$ cat config.mk
export PLATFORM = sky130hd
export DESIGN_NAME = sevenseg_scanner
export DESIGN_NICKNAME = d
export VERILOG_FILES = /design/src/rtl/sevenseg_scanner.sv
export SDC_FILE = /design/constraint.sdc
export NUM_CORES = 1
export LEC_CHECK = 0
export ABC_AREA = 1
export ABC_CLOCK_PERIOD_IN_PS = 2700
export CORE_MARGIN = 1.5
export CORE_UTILIZATION = 31
export DETAILED_ROUTE_END_ITERATION = 6
export HOLD_SLACK_MARGIN = 0.02
export PLACE_DENSITY_LB_ADDON = 0.08
export SETUP_SLACK_MARGIN = 0.5
export SKIP_LAST_GASP = 1
export SYNTH_ARGS = -nofsm -noshare
export SYNTH_HDL_FRONTEND = slang
export SYNTH_SLANG_ARGS = --single-unit
$ cat constraint.sdc
create_clock -name clk -period 2.7 [get_ports clk]
set_input_delay 0.27 -clock clk [delete_from_list [all_inputs] [get_ports clk]]
set_output_delay 0.27 -clock clk [all_outputs]
set_load 0.01 [all_outputs]
$ cat src/rtl/sevenseg_scanner.sv
// Time-multiplexed seven-segment scanner: one shared segment bus driven across NDIGITS digits,
// with frame-synchronous value update and a dark guard at the start of every digit slot.
module sevenseg_scanner #(
  parameter int NDIGITS      = 4,
  parameter int PRESCALE     = 1000,
  parameter int BLANK_CYCLES = 2
) (
  input  logic                   clk,
  input  logic                   reset_n,
  input  logic                   enable,
  input  logic                   load,
  input  logic [4*NDIGITS-1:0]   value,
  input  logic [NDIGITS-1:0]     dp_in,
  output logic [6:0]             segments,
  output logic                   dp,
  output logic [NDIGITS-1:0]     digit_en,
  output logic                   frame_done,
  output logic [1:0]             debug_state
);

  localparam int CW = $clog2(PRESCALE);
  localparam int IW = (NDIGITS > 1) ? $clog2(NDIGITS) : 1;

  typedef enum logic [1:0] {IDLE = 2'd0, BLANK = 2'd1, SHOW = 2'd2} state_t;

  state_t              state, state_nxt, slot_first;
  logic [CW-1:0]       cnt, cnt_nxt;
  logic [IW-1:0]       idx, idx_nxt;
  logic                slot_end, last_digit;

  logic [4*NDIGITS-1:0] pend_val, disp_val, pend_src_val, disp_val_nxt;
  logic [NDIGITS-1:0]   pend_dp, disp_dp, pend_src_dp, disp_dp_nxt;
  logic                 boundary;

  logic [6:0]           seg_d;
  logic                 dp_d, fd_d, show;
  logic [NDIGITS-1:0]   de_d;
  logic [3:0]           nib;

  assign debug_state = state;
  assign slot_end    = (cnt == CW'(PRESCALE - 1));
  assign last_digit  = (idx == IW'(NDIGITS - 1));
  assign slot_first  = (BLANK_CYCLES == 0) ? SHOW : BLANK;

  function automatic logic [6:0] dec(input logic [3:0] n);
    case (n)
      4'h0: dec = 7'h7E;  4'h1: dec = 7'h30;  4'h2: dec = 7'h6D;  4'h3: dec = 7'h79;
      4'h4: dec = 7'h33;  4'h5: dec = 7'h5B;  4'h6: dec = 7'h5F;  4'h7: dec = 7'h70;
      4'h8: dec = 7'h7F;  4'h9: dec = 7'h7B;  4'hA: dec = 7'h77;  4'hB: dec = 7'h1F;
      4'hC: dec = 7'h4E;  4'hD: dec = 7'h3D;  4'hE: dec = 7'h4F;  default: dec = 7'h47;
    endcase
  endfunction

  always_ff @(posedge clk or negedge reset_n) begin
    if (!reset_n) begin
      state <= IDLE;
      cnt   <= '0;
      idx   <= '0;
    end else begin
      state <= state_nxt;
      cnt   <= cnt_nxt;
      idx   <= idx_nxt;
    end
  end

  always_comb begin
    state_nxt = state;
    cnt_nxt   = cnt;
    idx_nxt   = idx;
    if (!enable) begin
      state_nxt = IDLE;
      cnt_nxt   = '0;
      idx_nxt   = '0;
    end else begin
      case (state)
        IDLE: begin
          state_nxt = slot_first;
          cnt_nxt   = '0;
          idx_nxt   = '0;
        end
        BLANK, SHOW: begin
          if (slot_end) begin
            cnt_nxt   = '0;
            idx_nxt   = last_digit ? '0 : idx + IW'(1);
            state_nxt = slot_first;
          end else begin
            cnt_nxt = cnt + CW'(1);
            if (state == BLANK && cnt == CW'(BLANK_CYCLES - 1))
              state_nxt = SHOW;
          end
        end
        default: state_nxt = IDLE;
      endcase
    end
  end

  // The registered frame_done marks the boundary cycle; the display path reads disp_val_nxt so a
  // value taken over on that cycle (including a same-cycle load) is already used for digit 0.
  assign boundary     = (state == IDLE) || frame_done;
  assign pend_src_val = load ? value : pend_val;
  assign pend_src_dp  = load ? dp_in : pend_dp;
  assign disp_val_nxt = boundary ? pend_src_val : disp_val;
  assign disp_dp_nxt  = boundary ? pend_src_dp : disp_dp;

  always_comb begin
    show  = enable && (state == SHOW);
    nib   = disp_val_nxt[4*idx +: 4];
    seg_d = show ? dec(nib) : 7'h00;
    dp_d  = show && disp_dp_nxt[idx];
    de_d  = show ? (NDIGITS'(1) << idx) : '0;
    fd_d  = enable && (state != IDLE) && slot_end && last_digit;
  end

  always_ff @(posedge clk or negedge reset_n) begin
    if (!reset_n) begin
      segments   <= '0;
      dp         <= 1'b0;
      digit_en   <= '0;
      frame_done <= 1'b0;
      pend_val   <= '0;
      pend_dp    <= '0;
      disp_val   <= '0;
      disp_dp    <= '0;
    end else begin
      segments   <= seg_d;
      dp         <= dp_d;
      digit_en   <= de_d;
      frame_done <= fd_d;
      pend_val   <= pend_src_val;
      pend_dp    <= pend_src_dp;
      disp_val   <= disp_val_nxt;
      disp_dp    <= disp_dp_nxt;
    end
  end

endmodule

==> flow_metrics.env <==
export IMPL_syn_area_sq_um=3320
export IMPL_p_leak_nw=2.09
export IMPL_p_sw_mw=1.62
export IMPL_ir_worst_vdd_mv=0.272
export IMPL_num_rows=37
export IMPL_initial_utilization_pct=32.0
export IMPL_wl_met2_um=3610
export IMPL_port_buffers=38
export IMPL_path_cells="inv_1, ha_4, nor2_4, clkbuf_4, nand2_1, nand3_1, nand3_1, nand2_4, ha_1, nand3_2, o21ai_1, nor2_1"
export IMPL_num_vias=2724
export IMPL_drtIter0Drc=76
export IMPL_totalPowerFinal_mw=4.06
export IMPL_fp_dieH_um=107
export IMPL_yosysWarnings=0
export IMPL_area_delta_synth_final_pct=28.2
export IMPL_drc_errors=0
export IMPL_synthMuxAreaShare_pct=0
export IMPL_power_frac_clock_pct=23.6
export IMPL_grt_first_pass_wirelength_um=13100
export IMPL_synthXorXnorAreaFrac_pct=0.264
export IMPL_clk_pin_slew_worst_paths_ns=0.08
export IMPL_ctsLongestPathBuffers=2
export IMPL_insertion_delay_ns=0.35
export IMPL_io_pins=39
export IMPL_wl_met3_um=210
export IMPL_power_internal_mw=2.44
export IMPL_cp_buffers_inverters=2
export IMPL_critPathKind="flip-flop to flip-flop"
export IMPL_cts_num_sinks=67
export IMPL_synth_top_family_by_area="simple AND/OR/NAND/NOR gates"
export IMPL_cts_htree_levels=3
export IMPL_fill_cells=1088
export IMPL_met1_length_um=3860
export IMPL_final_hold_viol_count=0
export IMPL_p_per_area_nw_per_um2=954
export IMPL_antenna_found_initial=0
export IMPL_cts_tree="done"
export IMPL_synthAdderAreaFrac_pct=6.03
export IMPL_post_drt_wl_per_cell_um=13.0
export IMPL_grt_max_degree=68
export IMPL_swShare_pct=39.9
export IMPL_fin_tns_setup_ns=0
export IMPL_rsz0062_at_grt="no"
export IMPL_drive_gt1_share_pct=14.4
export IMPL_r2r_setup_slack_ns=0.67
export IMPL_syn_inst=402
export IMPL_synth_compound_area_share_pct=3.84
export IMPL_cp_start_kind="flip-flop"
export IMPL_finalCritPeriodShare_pct=75.2
export IMPL_status="complete, no violations"
export IMPL_dr_max_layer_used="met4"
export IMPL_grt_usage_pct=14.8
export IMPL_antenna_cells=0
export IMPL_totalWireLength_um=7810
export IMPL_drt_vias_per_instance=4.52
export IMPL_cts_buffers=9
export IMPL_die_w_um=107
export IMPL_end_kind="flip-flop"
export IMPL_critPathSlowestCell="dfrtp_1"
export IMPL_power_frac_comb_pct=45.1
export IMPL_dp_cells=574
export IMPL_finalWeightedCongestion=0.791
export IMPL_synth_nets=442
export IMPL_hp_class="input pin to asynchronous set/reset pin"
export IMPL_core_sq_um=10400
export IMPL_p_seq_share_pct=31.3
export IMPL_dr_pass1_iters=4
export IMPL_crit_top_cell="nand3_1"
export IMPL_final_net_count=501
export IMPL_root_buffer="clkbuf_8"
export IMPL_fin_crit_ns=2.03
export IMPL_cap_viol_max_count=0
export IMPL_slew_violations=0
export IMPL_crit_required_ns=2.93
export IMPL_cp_max_fo=6
export IMPL_fmax_mhz=492
export IMPL_synth_simple_gate_area_share_pct=32.4
export IMPL_tightest_slew_ns=0.862
export IMPL_final_instance_count_excl_fill=602
export IMPL_crit_family="simple AND/OR/NAND/NOR gates"
export IMPL_ys_ff_latch=67
export IMPL_die_area_sq_um=11300
export IMPL_whs_ns=0.107
export IMPL_critPathArrivalTime_ns=2.27
export IMPL_synth_cell_types=29
export IMPL_final_setup_viol_count=0
export IMPL_syn_area_per_cell_sq_um=8.26
export IMPL_fin_worst_skew_ns=0.00860
export IMPL_slowest_delay_ns=0.38
export IMPL_postRouteAntennaNets=0
export IMPL_overflow=0
export IMPL_grt_pass1_vias=2715
export IMPL_dp_hpwl_um=5190
export IMPL_slew_headroom_pct=42.5
export IMPL_seq_area_frac_synth_pct=50.5
==> layout make-up <==
class	instances	area, sq um	area share, %
clock buffer	10	138	3.23
clock inverter	6	88.8	2.09
inverter	39	149	3.50
multi-input combinational	287	1510	35.5
sequential	67	1680	39.4
tap	136	170	4.00
timing repair buffer	57	522	12.3
==> registers in the layout, indices dropped and copies added, names as in the netlist <==
signal	count
pend_val	16
pend_dp	4
frame_done	1
segments	7
digit_en	4
debug_state	2
disp_dp	4
idx	2
dp	1
cnt	10
disp_val	16
==> power groups by stage <==
stage / combinational [mW] / clock [mW] / sequential (mW)
floorplan: 1.14 / 0 / 1.29
global placement: 1.51 / 0 / 1.29
detailed placement: 1.51 / 0 / 1.30
CTS: 1.58 / 0.991 / 1.27
global route: 2.09 / 1.03 / 1.29
finish: 1.83 / 0.958 / 1.27
==> metal layers <==
metal  GRT usage (%)  vias to the layer above
li1                -                     1387
met1            19.3                     1287
met2            24.2                       36
met3            3.37                       14
met4            5.14                        0
met5               0                        -
==> cell usage after synthesis <==
cell type	n	area share, %
and2_1	4	0.75
nand3_2	6	1.8
nor3b_1	1	0.23
nand2_1	142	16
xor2_1	1	0.26
buf_6	4	1.4
nand2_2	2	0.38
nor2_2	1	0.19
buf_2	5	0.75
nor3_1	8	1.2
nand2_4	2	0.68
ha_1	16	6.0
and3_1	1	0.19
dfrtp_1	67	50
clkinv_1	1	0.11
o22ai_1	1	0.19
o21ai_0	7	1.1
nor4_1	1	0.19
nand3_4	1	0.53
o21ai_1	2	0.30
nand4_1	3	0.57
buf_4	2	0.45
nand3_1	38	5.7
nor2_1	33	3.7
a21oi_1	9	1.4
a31oi_1	5	0.94
or2_2	1	0.19
inv_1	35	4.0
inv_2	3	0.34
==> per-stage QoR <==
stage          util (%)  cell area (sq um)  worst slack, ns
2_1_floorplan         -               3320            0.551
5_1_grt            41.0               4260            0.510
6_report           41.0               4260            0.669
4_1_cts            39.7               4120            0.486
3_3_place_gp       37.1               3850            0.269
3_5_place_dp       37.1               3850            0.238
==> final timing paths <==
path | cells after the start | startpoint | end
worst max-delay path | 12 | debug_state[0] | segments[5]
worst min-delay path | 2 | reset_n | pend_val[3]
worst max register to register | 12 | debug_state[0] | segments[5]
worst min register to register | 2 | pend_dp[0] | pend_dp[0]
max in group asynchronous | 2 | reset_n | pend_dp[1]
min in group clk | 2 | pend_dp[0] | pend_dp[0]
==> placed cells by master (no fill, tap or decap), types with 2 or more instances in the layout <==
cell type / n
a21oi_1: 8
a31oi_1: 5
and2_1: 4
buf_4: 17
bufinv_16: 2
clkbuf_8: 10
clkdlybuf4s50_1: 37
clkinvlp_4: 2
dfrtp_1: 67
ha_1: 13
ha_4: 2
inv_1: 33
inv_2: 4
nand2_1: 138
nand2_2: 6
nand2_4: 3
nand3_1: 35
nand3_2: 8
nand3_4: 2
nand4_1: 3
nor2_1: 33
nor3_1: 8
o21ai_0: 6
o21ai_1: 3
==> logic make-up (layout without fill, tap and decap cells) <==
group	count (synthesis)	in the layout
flops	67	67
simple gates	244	246
fa+ha+maj	16	16
xor+xnor	1	1
buf+inv	50	112
compound gates	24	24
==> worst reg2reg max path, delay by kind of cell (launching register included) <==
kind | cells | cell delay [ns]
AOI/OAI and AO/OA | 1 | 0.13
adders and majority gates | 2 | 0.49
buffers and inverters | 2 | 0.28
DFF | 1 | 0.38
and+or+nand+nor | 7 | 0.63
==> repair_timing <==
item	4_1_cts	5_1_grt
gates resized for setup	4	19
pin swaps	1	4
buffers inserted	3	6
setup endpoints to repair	7	7
gates cloned	0	3
hold buffers	0	0
No activity file was read; power rests on OpenSTA's default activity.
